===== config.mk =====
export PLATFORM = sky130hd
export DESIGN_NAME = mem_access_unit
export DESIGN_NICKNAME = d
export VERILOG_FILES = /design/src/rtl/mem_access_unit.sv
export SDC_FILE = /design/constraint.sdc
export NUM_CORES = 1
export LEC_CHECK = 0
export BUFFER_PORTS_ARGS = -buffer_cell sky130_fd_sc_hd__clkbuf_2
export CORE_MARGIN = 5
export CORE_UTILIZATION = 51
export DETAILED_ROUTE_END_ITERATION = 10
export GPL_TIMING_DRIVEN = 1
export PLACE_DENSITY = 0.85
export SETUP_SLACK_MARGIN = 0.3
export SYNTH_ARGS = -nofsm -noshare
export SYNTH_HDL_FRONTEND = slang
export SYNTH_SLANG_ARGS = --single-unit

===== constraint.sdc =====
create_clock -name clk -period 3.9 [get_ports clk]
set_clock_uncertainty 0.15 [all_clocks]
set_input_delay 0.585 -clock clk [delete_from_list [all_inputs] [get_ports clk]]
set_output_delay 0.585 -clock clk [all_outputs]
set_load 0.02 [all_outputs]

===== src/rtl/mem_access_unit.sv =====
// Memory-stage load/store engine: turns the memory-stage access into a
// valid/ready request plus response transaction and returns the extended
// load result to the M-to-W register, stalling the pipeline meanwhile.
module mem_access_unit #(
    parameter int DATA_WIDTH = 32
) (
    input  logic                  clk,
    input  logic                  rst,
    input  logic                  M_valid,
    input  logic                  M_mem_read,
    input  logic                  M_mem_write,
    input  logic [2:0]            M_funct3,
    input  logic [DATA_WIDTH-1:0] M_addr,
    input  logic [DATA_WIDTH-1:0] M_wdata,
    output logic                  mem_req_valid,
    input  logic                  mem_req_ready,
    output logic                  mem_req_we,
    output logic [DATA_WIDTH-1:0] mem_req_addr,
    output logic [DATA_WIDTH-1:0] mem_req_wdata,
    output logic [3:0]            mem_req_be,
    input  logic                  mem_rsp_valid,
    input  logic [DATA_WIDTH-1:0] mem_rsp_rdata,
    output logic [DATA_WIDTH-1:0] M_mem_data,
    output logic                  stall,
    output logic                  misaligned
);

    typedef enum logic [1:0] {IDLE, REQ, RESP, DONE} state_t;

    state_t          state;
    logic [2:0]      funct3_q;   // size/sign of the access in flight
    logic [1:0]      lane_q;     // byte offset of the access in flight

    logic            acc;
    logic            both;
    logic            illegal_f3;
    logic            unaligned;
    logic            bad;
    logic            start;
    logic [3:0]      be_next;
    logic [DATA_WIDTH-1:0] wdata_next;
    logic [DATA_WIDTH-1:0] load_word;
    logic [DATA_WIDTH-1:0] load_ext;
    logic [7:0]      load_byte;
    logic [15:0]     load_half;

    // Classify the access currently presented by the memory stage.
    always_comb begin
        acc  = M_valid & (M_mem_read ^ M_mem_write);
        both = M_valid & M_mem_read & M_mem_write;
        if (M_mem_write) begin
            // Stores only come in B, H and W.
            illegal_f3 = M_funct3[2] | (M_funct3[1:0] == 2'b11);
        end else begin
            // Loads reject 011, 110 and 111.
            illegal_f3 = (M_funct3[1:0] == 2'b11) | (M_funct3 == 3'b110);
        end
        unaligned = ((M_funct3[1:0] == 2'b01) & M_addr[0]) |
                    ((M_funct3[1:0] == 2'b10) & (M_addr[1:0] != 2'b00));
        bad   = acc & (illegal_f3 | unaligned);
        start = acc & ~bad;
    end

    // Byte enables and store-data replication across the byte lanes.
    always_comb begin
        // NOTE: every branch assigns both outputs, so no latch can be inferred.
        case (M_funct3[1:0])
            2'b00: begin
                be_next    = 4'b0001 << M_addr[1:0];
                wdata_next = {4{M_wdata[7:0]}};
            end
            2'b01: begin
                be_next    = 4'b0011 << M_addr[1:0];
                wdata_next = {2{M_wdata[15:0]}};
            end
            default: begin
                be_next    = 4'b1111;
                wdata_next = M_wdata;
            end
        endcase
    end

    // Select the addressed lane of the response word and extend it.
    always_comb begin
        load_word = mem_rsp_rdata >> {lane_q, 3'b000};
        load_byte = load_word[7:0];
        load_half = load_word[15:0];
        case (funct3_q[1:0])
            2'b00:   load_ext = {{24{~funct3_q[2] & load_byte[7]}}, load_byte};
            2'b01:   load_ext = {{16{~funct3_q[2] & load_half[15]}}, load_half};
            default: load_ext = load_word;
        endcase
    end

    // Transaction FSM with registered request fields and load result.
    always_ff @(posedge clk) begin
        // NOTE: sequential state uses non-blocking assignments only, so every
        // register samples pre-edge values regardless of statement order.
        if (rst) begin
            state         <= IDLE;
            mem_req_valid <= 1'b0;
            mem_req_we    <= 1'b0;
            mem_req_addr  <= '0;
            mem_req_wdata <= '0;
            mem_req_be    <= '0;
            funct3_q      <= '0;
            lane_q        <= '0;
            M_mem_data    <= '0;
        end else begin
            case (state)
                IDLE: begin
                    if (start) begin
                        state         <= REQ;
                        mem_req_valid <= 1'b1;
                        mem_req_we    <= M_mem_write;
                        mem_req_addr  <= {M_addr[DATA_WIDTH-1:2], 2'b00};
                        mem_req_wdata <= wdata_next;
                        mem_req_be    <= be_next;
                        funct3_q      <= M_funct3;
                        lane_q        <= M_addr[1:0];
                    end
                end
                REQ: begin
                    // Fields stay put until the memory accepts the request.
                    if (mem_req_ready) begin
                        mem_req_valid <= 1'b0;
                        state         <= mem_req_we ? DONE : RESP;
                    end
                end
                RESP: begin
                    if (mem_rsp_valid) begin
                        M_mem_data <= load_ext;
                        state      <= DONE;
                    end
                end
                DONE: begin
                    // Pipeline advances on this edge; next access starts in IDLE.
                    state <= IDLE;
                end
                default: state <= IDLE;
            endcase
        end
    end

    // Stall covers the issuing IDLE cycle through RESP; DONE releases it.
    always_comb begin
        stall = 1'b0;
        if (!rst) begin
            case (state)
                IDLE:     stall = start;
                REQ:      stall = 1'b1;
                RESP:     stall = 1'b1;
                default:  stall = 1'b0;
            endcase
        end
        misaligned = ~rst & (bad | both);
    end

endmodule


Yosys cells after proc, flatten, opt, wreduce, memory -nomap -nowiden
Index checks and enable logic that the tools add are counted.
{"block": "classes", "n_eq_ne": 11, "shifts": 3, "mux": 14, "bitwise": 19, "n_reduce_logical": 10}
{"cell": "$pmux 32 s2", "count": 2}
{"cell": "$shr 32x5->32", "count": 1}
{"cell": "$and 1x1->1", "count": 10}
{"cell": "$eq 2x2->1 const B", "count": 4}
{"cell": "$pmux 2 s4", "count": 1}
{"cell": "$pmux 4 s2", "count": 1}
{"cell": "$eq 2x1->1 const B", "count": 3}
{"cell": "$logic_not 2->1", "count": 3}
{"cell": "$mux 2", "count": 3}
{"cell": "$ne 2x2->1 const B", "count": 3}
{"cell": "$reduce_and 3->1", "count": 2}
{"cell": "$mux 1", "count": 5}
{"cell": "$or 1x1->1", "count": 5}
{"cell": "$pmux 1 s2", "count": 2}
{"cell": "$reduce_and 2->1", "count": 2}
{"cell": "$reduce_bool 2->1", "count": 2}
{"cell": "$shl 1x2->4 const A", "count": 1}
{"cell": "$shl 2x2->4 const A", "count": 1}
{"cell": "$eq 3x3->1 const B", "count": 1}
{"cell": "$not 1->1", "count": 3}
{"cell": "$reduce_or 2->1", "count": 1}
{"cell": "$xor 1x1->1", "count": 1}
{"block": "word_totals", "register_bits": 107, "inputBits": 106, "output_inout_bits": 104, "word_cells": 66}

Depth between registers and ports, before layout
Gate-level depths: netlist of the first run.
{"block": "depth", "depth_word": 9, "depth_mapped": 7, "mapped_depth_nobuf": 6}

Worst setup path before layout of the first run
Ideal clock, no wire load.
{"block": "synth_path", "path_kind": "input-to-output", "startpoint": "input M_mem_write", "endpoint": "output stall", "arrival_ns": 2.131, "required_ns": 3.165, "setup_slack_ns": 1.034, "stages": 6, "path_buffers": 2, "cell_sequence": "a221oi_1 o2111a_1 buf_2 buf_2 nor2_1 nor3_1"}
{"block": "synth_between", "elab_chain_cells": 7, "elab_cells_between_ends": 9, "cone_classes": "mux: 3; bitwise: 6"}
{"item": "start: declaration", "line": "11", "rtl": "input logic M_mem_write,"}
{"item": "$xor 1x1->1 or $mux 1 (tied branches)", "line": "49, 51"}
{"item": "$and 1x1->1 or $or 1x1->1 (tied branches)", "line": "49, 60"}
{"item": "$and 1x1->1", "line": "60", "rtl": "bad = acc & (illegal_f3 | unaligned);"}
{"item": "$not 1->1", "line": "61", "rtl": "start = acc & ~bad;"}
{"item": "$and 1x1->1 *", "line": "61"}
{"item": "$pmux 1 s2 *", "line": "149", "rtl": "case (state)"}
{"item": "$mux 1 *", "line": "148", "rtl": "if (!rst) begin"}
{"item": "end: declaration", "line": "24", "rtl": "output logic stall,"}
Every way passes the cells marked *; elsewhere a longest branch is shown, timed or not.

Worst setup path after layout of the first run
{"block": "layout_path", "startpoint": "input M_addr[0]", "endpoint": "output misaligned"}
{"block": "layout_between", "elab_chain_cells": 7, "elab_cells_between_ends": 8, "cone_classes": "bitwise: 7; reduce/logical: 1"}
{"item": "start: declaration", "line": "13", "rtl": "input logic [DATA_WIDTH-1:0] M_addr,"}
{"item": "$reduce_bool 2->1", "line": "59", "rtl": "((M_funct3[1:0] == 2'b10) & (M_addr[1:0] != 2'b00));"}
{"item": "$and 1x1->1", "line": "59"}
{"item": "$or 1x1->1 *", "line": "58", "rtl": "unaligned = ((M_funct3[1:0] == 2'b01) & M_addr[0]) |"}
{"item": "$or 1x1->1 *", "line": "60"}
{"item": "$and 1x1->1 *", "line": "60"}
{"item": "$or 1x1->1 *", "line": "156", "rtl": "misaligned = ~rst & (bad | both);"}
{"item": "$and 1x1->1 *", "line": "156"}
{"item": "end: declaration", "line": "25", "rtl": "output logic misaligned"}
Marked as above.

==> out/results.ini, run 1 <==
[status]
status = finished, final reports clean

[synth]
synthAdderAreaFrac = 0.0150
synth_xor_area_frac = 0.00181
yosys-top-cells-area = dfxtp_1, nand2_1, a21oi_1
yosysMostFrequentCell = nand2_1
synthSimpleGateAreaFrac = 0.187
yosysTopAreaCellShare = 0.442
syn_avg_cell_area_um2 = 8.31
yosys_register_bits = 107
synth_top_family_by_area = compound AO/OA/AOI/OAI gates
synth_mux_area_frac = 0.0957
synth.distinct_cells = 41
ys_seq_area_frac = 0.442
synth_edf_count = 0
synth-compound-area-share = 0.208
synth_top_area_cell = dfxtp_1
netlist_top_cells_count = nand2_1, dfxtp_1, a21oi_1
yosysWarnings = 0
synthFlopType = dfxtp_1
synth_area_um2 = 4850
async_reset_ff_frac = 0
syn_inst = 584

[floorplan]
rows = 35
die_height_um = 108
core_um2 = 9240
die-area_um2 = 11600
initial_core_util = 0.525
die_w_um = 108
pin_count = 210

[cts]
cts_root_buf = clkbuf_8
cts_hold_repair.buffers = 0
cts_max_level = 3
cts-buffers-inserted = 9
post-cts-setup-buffers = 0
clk_pin_slew_ns = 0.12
clock_latency_ns = 0.36
clk_path_buf_depth = 2
cts_resized = 0
cts_sinks = 107
cts_tree = yes

[pwr]
p_comb_frac = 0.258
p_switching_w = 0.000882
switching_share = 0.346
seqPwrFrac = 0.488
peakVddDrop_uv = 258
clockPowerShare = 0.254
power.density_nw_per_um2 = 419
p_int_w = 0.00167
total_power_w = 0.00255
p_leak_nw = 2.53

[placed_design]
dp_hpwl_um = 10700
port_buffers = 207
place_congestion = 0.850
pre_cts_ws_ns = 0.899

[detailed_routing]
firstDrtPassIters = 4
drc = 0
wire_per_inst_um = 16.0
viasPerCell = 5.41
antenna_violating_nets_post_route = 0
drt_wl_total_um = 14400
drt_iter0_drc = 208
vias = 4851

[grt]
grt_usage = 0.244
overflow = 0
grt_pass1_vias = 4704
grt_antenna_before_repair = 0
grt_pass1_wl_um = 22800
grt_max_degree = 90

[finish]
nets = 873
num_antenna_cells = 0
drive_gt1_frac = 0.331
area_growth_pct = 25.4

[sta]
slew_headroom = 0.440
setup_ws_ns = 0.995
max_freq_mhz = 344
period_needed_ns = 2.91
finalCritPeriodShare = 0.745
slew_violations = 0
tightest_slew_ns = 0.840
setup_viol = 0
rsz0062_at_grt = no
fin_tns_setup_ns = 0
hold_violations = 0

[critical_path]
crit_slowest_cell = a221oi_1
required_ns = 3.16
ff2ff_setup_slack_ns = 1.47
worstSetupPathType = input port to output port
path_common_cell = clkbuf_2
path_max_fanout = 7
path_cells = clkbuf_2, a221oi_1, nor2_1, maj3_1, and3b_1, clkbuf_2
cpPeakStageDelay_ns = 0.61
start_kind = input port
arrival_ns = 2.17
cp-end-kind = output port
crit_start = M_addr[0]
r2r_start = state[0]

[hold_path]
hold_path.class = input port to register
hold_start = M_addr[9]

[run]
drv_cap = 0

==> final timing paths <==
path / to / cells after the start
hold / removal: mem_req_addr[9] / 3
setup / recovery: misaligned / 6
setup reg to reg: mem_req_wdata[22] / 6
hold reg to reg: M_mem_data[2] / 2
==> critical path: cells and delay by family <==
kind	cells	cell delay (ns)
compound gates	1	0.61
fa+ha+maj	1	0.37
buf+inv	2	0.31
simple gates	2	0.30
==> cell type report <==
cell class,instances,area (µm²)
sequential,107,2140
tap,129,161
timing repair buffer,214,1090
clock inverter,7,61.3
multi-input combinational,424,2480
clock buffer,9,124
fill,803,3160
inverter,6,22.5
==> cell usage in the layout (no fill, tap or decap), types with 9 or more instances in the layout <==
master | Yosys | layout
a211oi_1 | 16 | 16
a211oi_2 | 10 | 10
a21oi_1 | 71 | 71
a311oi_1 | 9 | 9
clkbuf_2 | 0 | 206
clkbuf_8 | 0 | 9
dfxtp_1 | 107 | 107
mux2i_1 | 34 | 34
nand2_1 | 146 | 146
nor2_1 | 49 | 49
nor3_1 | 15 | 15
o211ai_1 | 16 | 16
==> per-stage QoR <==
step | hold slack [ns] | instances | instance area, µm² | util
6_report | 0.270 | 896 | 6080 | 0.658
5_1_grt | 0.256 | 896 | 6080 | 0.658
4_1_cts | 0.255 | 896 | 6080 | 0.658
3_5_place_dp | 0.297 | 880 | 5900 | 0.638
3_3_place_gp | 0.291 | 880 | 5900 | 0.638
2_1_floorplan | 0.311 | 585 | 4850 | -
==> cells by family after synthesis <==
kind of cell | after synthesis
other | 1
flip-flops | 107
adder cells (fa/ha/maj) | 6
AO/OA/AOI/OAI | 148
XOR/XNOR | 1
buffers and inverters | 54
AND/OR/NAND/NOR | 224
multiplexers | 43
==> power groups by stage <==
| stage | Sequential [W] | Combinational [W] | Clock, W |
|---|---|---|---|
| final | 0.00124 | 0.000659 | 0.000649 |
| after global routing | 0.00126 | 0.000721 | 0.000715 |
| after CTS | 0.00124 | 0.000659 | 0.000665 |
| after detailed placement | 0.00127 | 0.000655 | 0 |
| after global placement | 0.00126 | 0.000633 | 0 |
| after floorplan | 0.00136 | 0.000329 | 0 |
==> routing by layer <==
metal | GRT usage | wire length, µm | vias up
li1 | - | - | 2368
met1 | 0.296 | 5660 | 2237
met2 | 0.407 | 6850 | 221
met3 | 0.0768 | 1470 | 25
met4 | 0.0839 | 367 | 0
met5 | 0 | 0 | -
==> state kept, by name, indices dropped and copies added (netlist names) <==
name           flops
mem_req_we         1
mem_req_valid      1
funct3_q           3
state              2
mem_req_wdata     32
mem_req_addr      30
lane_q             2
mem_req_be         4
M_mem_data        32
(Power assumes the default switching activity.)
==> run 2: changes to the inputs <==
- ABC_AREA: not set -> 1
- CORE_UTILIZATION: 51 -> 44
- PLACE_DENSITY: 0.85 -> 0.77
- clock period: 3.9 -> 2.5 ns (I/O delays scaled with it)
==> out/results.ini, run 2 <==
[detailed_routing]
wl_met1_um = 6650
route.top_layer_used = met4
antenna_violating_nets_post_route = 0
drt_iter0_drc = 366
firstDrtPassIters = 6
drt_wl_total_um = 15900
met3_length_um = 1250
drc = 0
viasPerCell = 5.24
wire_per_inst_um = 14.6
wl_met2_um = 7650
vias = 5712

[placed_design]
port_buffers = 207
dp_hpwl_um = 11600
place_congestion = 0.929

[pwr]
p_leak_nw = 3.21
power.density_nw_per_um2 = 692
peakVddDrop_uv = 444

[critical_path]
cpPeakStageDelay_ns = 0.37
r2r_start = lane_q[1]
required_ns = 1.98
crit_slowest_cell = dfxtp_2
arrival_ns = 1.53
r2r-end = M_mem_data[27]
path_cells = inv_1, ha_2, inv_1, nand2_1, nand2_1, nor2_1, clkbuf_2
r2r_cells = 8
worstSetupPathType = register to output port
start_kind = register
path_max_fanout = 5
crit_start = state[0]
ff2ff_setup_slack_ns = 0.44
path_buf_inv = 3
path_delay_family = flip-flops
cp-end-kind = output port

[sta]
slew_headroom = 0.606
hold_violations = 0
slew_violations = 0
period_needed_ns = 2.06
setup_viol = 0
fin_tns_setup_ns = 0
finalCritPeriodShare = 0.823
whs_ns = 0.128
rsz0062_at_grt = yes
max_freq_mhz = 486
tightest_slew_ns = 0.591

[synth]
ys_seq_area_frac = 0.408
yosys_register_bits = 107
netlist_top_cells_count = nand2_1, dfxtp_1, nand3_1
syn_avg_cell_area_um2 = 6.82
synthFlopType = dfxtp_1
synth_edf_count = 0
synth_area_um2 = 5240
synth.distinct_cells = 26
syn_inst = 769
yosysTopAreaCellShare = 0.408
async_reset_ff_frac = 0
yosys-top-cells-area = dfxtp_1, nand2_1, nand3_1
yosysMostFrequentCell = nand2_1
synth_top_area_cell = dfxtp_1
yosysWarnings = 0

[finish]
layout_commonest_cell = clkbuf_2
area_growth_pct = 25.2
final-seq-area_um2 = 2150
fillerInstances = 1148
drive_gt1_frac = 0.268
layout_common_cells = clkbuf_2, nand2_1, dfxtp_1
num_antenna_cells = 0
multiInputGateArea_um2 = 2530
nets = 1055
reg_top3 = M_mem_data x32, mem_req_wdata x32, mem_req_addr x30

[floorplan]
die_height_um = 119
die-area_um2 = 14200
core_um2 = 11600
initial_core_util = 0.453
pin_count = 210
rows = 39
die_w_um = 119

[cts]
cts_hold_repair.buffers = 0
cts_tree = yes
clock_latency_ns = 0.34
clk_path_buf_depth = 2
clk_pin_slew_ns = 0.08
cts_root_buf = clkbuf_16
cts-buffers-inserted = 9
cts_max_level = 3
cts_sinks = 107

[grt]
grt_pass1_wl_um = 25700
overflow = 0
grt_pass1_vias = 5291
grt_max_degree = 80
grt_usage = 0.216
grt_antenna_before_repair = 0

[hold_path]
holdPathEnd = mem_req_addr[4]
hold_path.class = input port to register
hold_start = M_addr[4]
holdPathStages = 3

[run]
drv_cap = 0

[status]
status = finished, final reports clean

-- run 2: cell count changes after synthesis, moves of 9 or more --
cell,change
nand3_1,+95
inv_1,+62
nor2_1,+38
o21ai_0,+37
mux2i_1,-34
nand2_1,+18
a211oi_1,-16
a31oi_1,+16
nor3_1,-14
o211ai_1,+13
a211oi_2,-10
a311oi_1,-9
-- run 2: final cells by class --
class                           instances  share of cell area
Timing Repair Buffer                  219               0.178
Tap cell                              143              0.0272
Sequential cell                       107               0.327
Multi-Input combinational cell        536               0.385
Clock inverter                          6             0.00762
Clock buffer                            9              0.0343
Inverter                               71              0.0410
-- run 2: what timing repair did --
action	CTS	global route
buffers inserted	0	0
endpoints found under the setup margin	0	25
gates resized for setup	0	3
-- run 2: power by group --
| part | leakage (nW) | switching (W) | total (W) | internal, W |
|---|---|---|---|---|
| Combinational | 2.21 | 0.000862 | 0.00127 | 0.000409 |
| Sequential | 0.867 | 0.0000863 | 0.00192 | 0.00183 |
| Clock | 0.134 | 0.000667 | 0.00135 | 0.000686 |
| Total | 3.21 | 0.00161 | 0.00454 | 0.00293 |
-- run 2: worst max path at each step --
stage | cells past startpoint | end | slack, ns
final | 7 | stall | 0.44
after global routing | 9 | M_mem_data[12] | 0.25
after CTS | 7 | stall | 0.36
after detailed placement | 9 | M_mem_data[12] | 0.41
after global placement | 9 | M_mem_data[13] | 0.43
after floorplan | 10 | stall | 0.61
-- run 2: cells by family (layout without fill, tap and decap cells) --
kind of cell | after synthesis | after routing | synth area share
AND/OR/NAND/NOR | 362 | 362 | 0.292
AO/OA/AOI/OAI | 167 | 167 | 0.177
buffers and inverters | 127 | 305 | 0.110
flip-flops | 107 | 107 | 0.408
adder cells (fa/ha/maj) | 5 | 5 | 0.0119
other | 1 | 2 | 0.000715
-- run 2: worst min-delay path, cell delays in order --
cell,delay [ns]
clkbuf_2,0.08
nand3_1,0.06
a21oi_1,0.06
-- run 2: through the flow --
step,util,area (µm²),setup WS (ns),total power (W),cells
3_5_place_dp,0.544,6290,0.407,0.00321,1076
5_1_grt,0.568,6570,0.253,0.00477,1091
4_1_cts,0.567,6560,0.356,0.00456,1091
6_report,0.568,6570,0.441,0.00454,1091
3_3_place_gp,0.544,6290,0.434,0.00321,1076
2_1_floorplan,-,5250,0.608,0.00281,770
-- run 2: routing by layer --
metal / GRT usage / vias to the layer above
met3: 0.0460 / 27
met4: 0.0753 / 0
met5: 0 / -
met2: 0.356 / 244
met1: 0.280 / 2575
li1: - / 2866
==> run 3: changes to the inputs <==
- clock period: 2.5 -> 1.8 ns (I/O delays scaled with it)
==> out/results.ini, run 3 (synthesis gave the netlist of run 2 again) <==
[sta]
hold_violations = 0
whs_ns = 0.0123
setup_viol = 0
slew_violations = 0
max_freq_mhz = 561
setup_ws_ns = 0.0173
finalCritPeriodShare = 0.990
rsz0062_at_grt = yes
period_needed_ns = 1.78

[critical_path]
r2r_start = state[0]
required_ns = 1.38
r2r-end = M_mem_data[0]
r2r_cells = 10
start_kind = register
ff2ff_setup_slack_ns = 0.05
path_common_cell = nand2_2
path_buf_inv = 3
arrival_ns = 1.36
cpPeakStageDelay_ns = 0.36
worstSetupPathType = register to output port
crit_slowest_cell = dfxtp_4
path_max_fanout = 2
path_delay_family = flip-flops
cp-end-kind = output port
path_cells = inv_4, ha_4, inv_2, nand2_2, nand2_2, nor2_4, buf_8

[detailed_routing]
drt_iter0_drc = 603
drc = 0
firstDrtPassIters = 6
drt_wl_total_um = 19000
vias = 6141
wire_per_inst_um = 16.8
viasPerCell = 5.42
antenna_violating_nets_post_route = 0

[cts]
cts_max_level = 3
cts_hold_repair.buffers = 0
clk_path_buf_depth = 2
cts-buffers-inserted = 9
cts_root_buf = clkbuf_16
clk_pin_slew_ns = 0.07
cts_sinks = 107
clock_latency_ns = 0.35
cts_tree = yes

[finish]
final-seq-area_um2 = 2150
layout_common_cells = clkbuf_2, nand2_1, dfxtp_1
reg_top3 = M_mem_data x32, mem_req_wdata x32, mem_req_addr x30
fin_cells = 1134
layout_commonest_cell = clkbuf_2
fillerInstances = 951
num_antenna_cells = 0
drive_gt1_frac = 0.375
post-route-util = 0.669
multiInputGateArea_um2 = 3020
nets = 1098
area_growth_pct = 47.6

[grt]
grt_max_degree = 92
grt_usage = 0.235
overflow = 0
grt_pass1_wl_um = 27600
grt_pass1_vias = 5607
grt_antenna_before_repair = 0

[pwr]
peakVddDrop_uv = 563
p_leak_nw = 3.64
power.density_nw_per_um2 = 966

[floorplan]
pin_count = 210
initial_core_util = 0.453
die_height_um = 119
rows = 39
die-area_um2 = 14200
core_um2 = 11600
die_w_um = 119

[placed_design]
port_buffers = 207
place_inst = 1096
place_congestion = 0.900
dp_hpwl_um = 11900
pre_cts_ws_ns = 0.00555

[hold_path]
hold_path.class = input port to register
holdPathEnd = mem_req_addr[5]
hold_start = M_addr[5]
holdPathStages = 3

[run]
drv_cap = 0

[status]
status = finished, final reports clean

[run 3: worst min-delay path, stage by stage]
cell and delay (ns):
clkbuf_2 0.08, nand3_1 0.07, a21oi_1 0.06
[run 3: repair_timing]
item | CTS | global route
buffers inserted | 8 | 6
setup endpoints to repair | 100 | 54
pin swaps | 18 | 51
cloned | 5 | 4
gates resized for setup | 63 | 107
[run 3: worst max-delay path by stage]
| stage | start | to | slack (ns) | cells after the start |
|---|---|---|---|---|
| 5_1_grt | state[1] | stall | -0.03 | 7 |
| 3_5_place_dp | M_funct3[0] | stall | 0.006 | 11 |
| 6_report | state[0] | stall | 0.02 | 7 |
| 3_3_place_gp | M_funct3[0] | stall | 0.05 | 11 |
| 4_1_cts | state[0] | stall | 0.02 | 7 |
| 2_1_floorplan | state[0] | M_mem_data[26] | 0.30 | 9 |
[run 3: area by class of cell]
| cell class | count | share of cell area |
|---|---|---|
| clock buffers | 10 | 0.0296 |
| clock inverters | 5 | 0.00776 |
| multi-input cells | 536 | 0.390 |
| repair buffers | 262 | 0.234 |
| well taps | 143 | 0.0231 |
| inverters | 71 | 0.0380 |
| flip-flops and latches | 107 | 0.278 |
[run 3: power breakdown]
group | internal [W] | leakage [nW] | switching, W | total (W)
clock | 0.00108 | 0.139 | 0.000920 | 0.00200
combinational | 0.00120 | 2.63 | 0.00160 | 0.00280
sequential | 0.00255 | 0.868 | 0.000127 | 0.00267
total | 0.00483 | 3.64 | 0.00264 | 0.00747
[run 3: layer usage]
layer / vias to the layer above / wire (µm) / share of wire / GRT usage
met5: - / 0 / 0 / 0
met4: 0 / 780 / 0.041 / 0.106
met3: 66 / 1600 / 0.084 / 0.0578
met2: 333 / 9510 / 0.50 / 0.374
met1: 2782 / 7130 / 0.37 / 0.301
li1: 2960 / - / - / -
[run 3: per-stage QoR]
stage	cell area, µm²	setup TNS [ns]	total power, W
6_report	7740	0	0.00747
5_1_grt	7740	-0.0370	0.00782
4_1_cts	7140	0	0.00686
3_5_place_dp	6500	0	0.00460
3_3_place_gp	6500	0	0.00458
2_1_floorplan	5310	0	0.00397
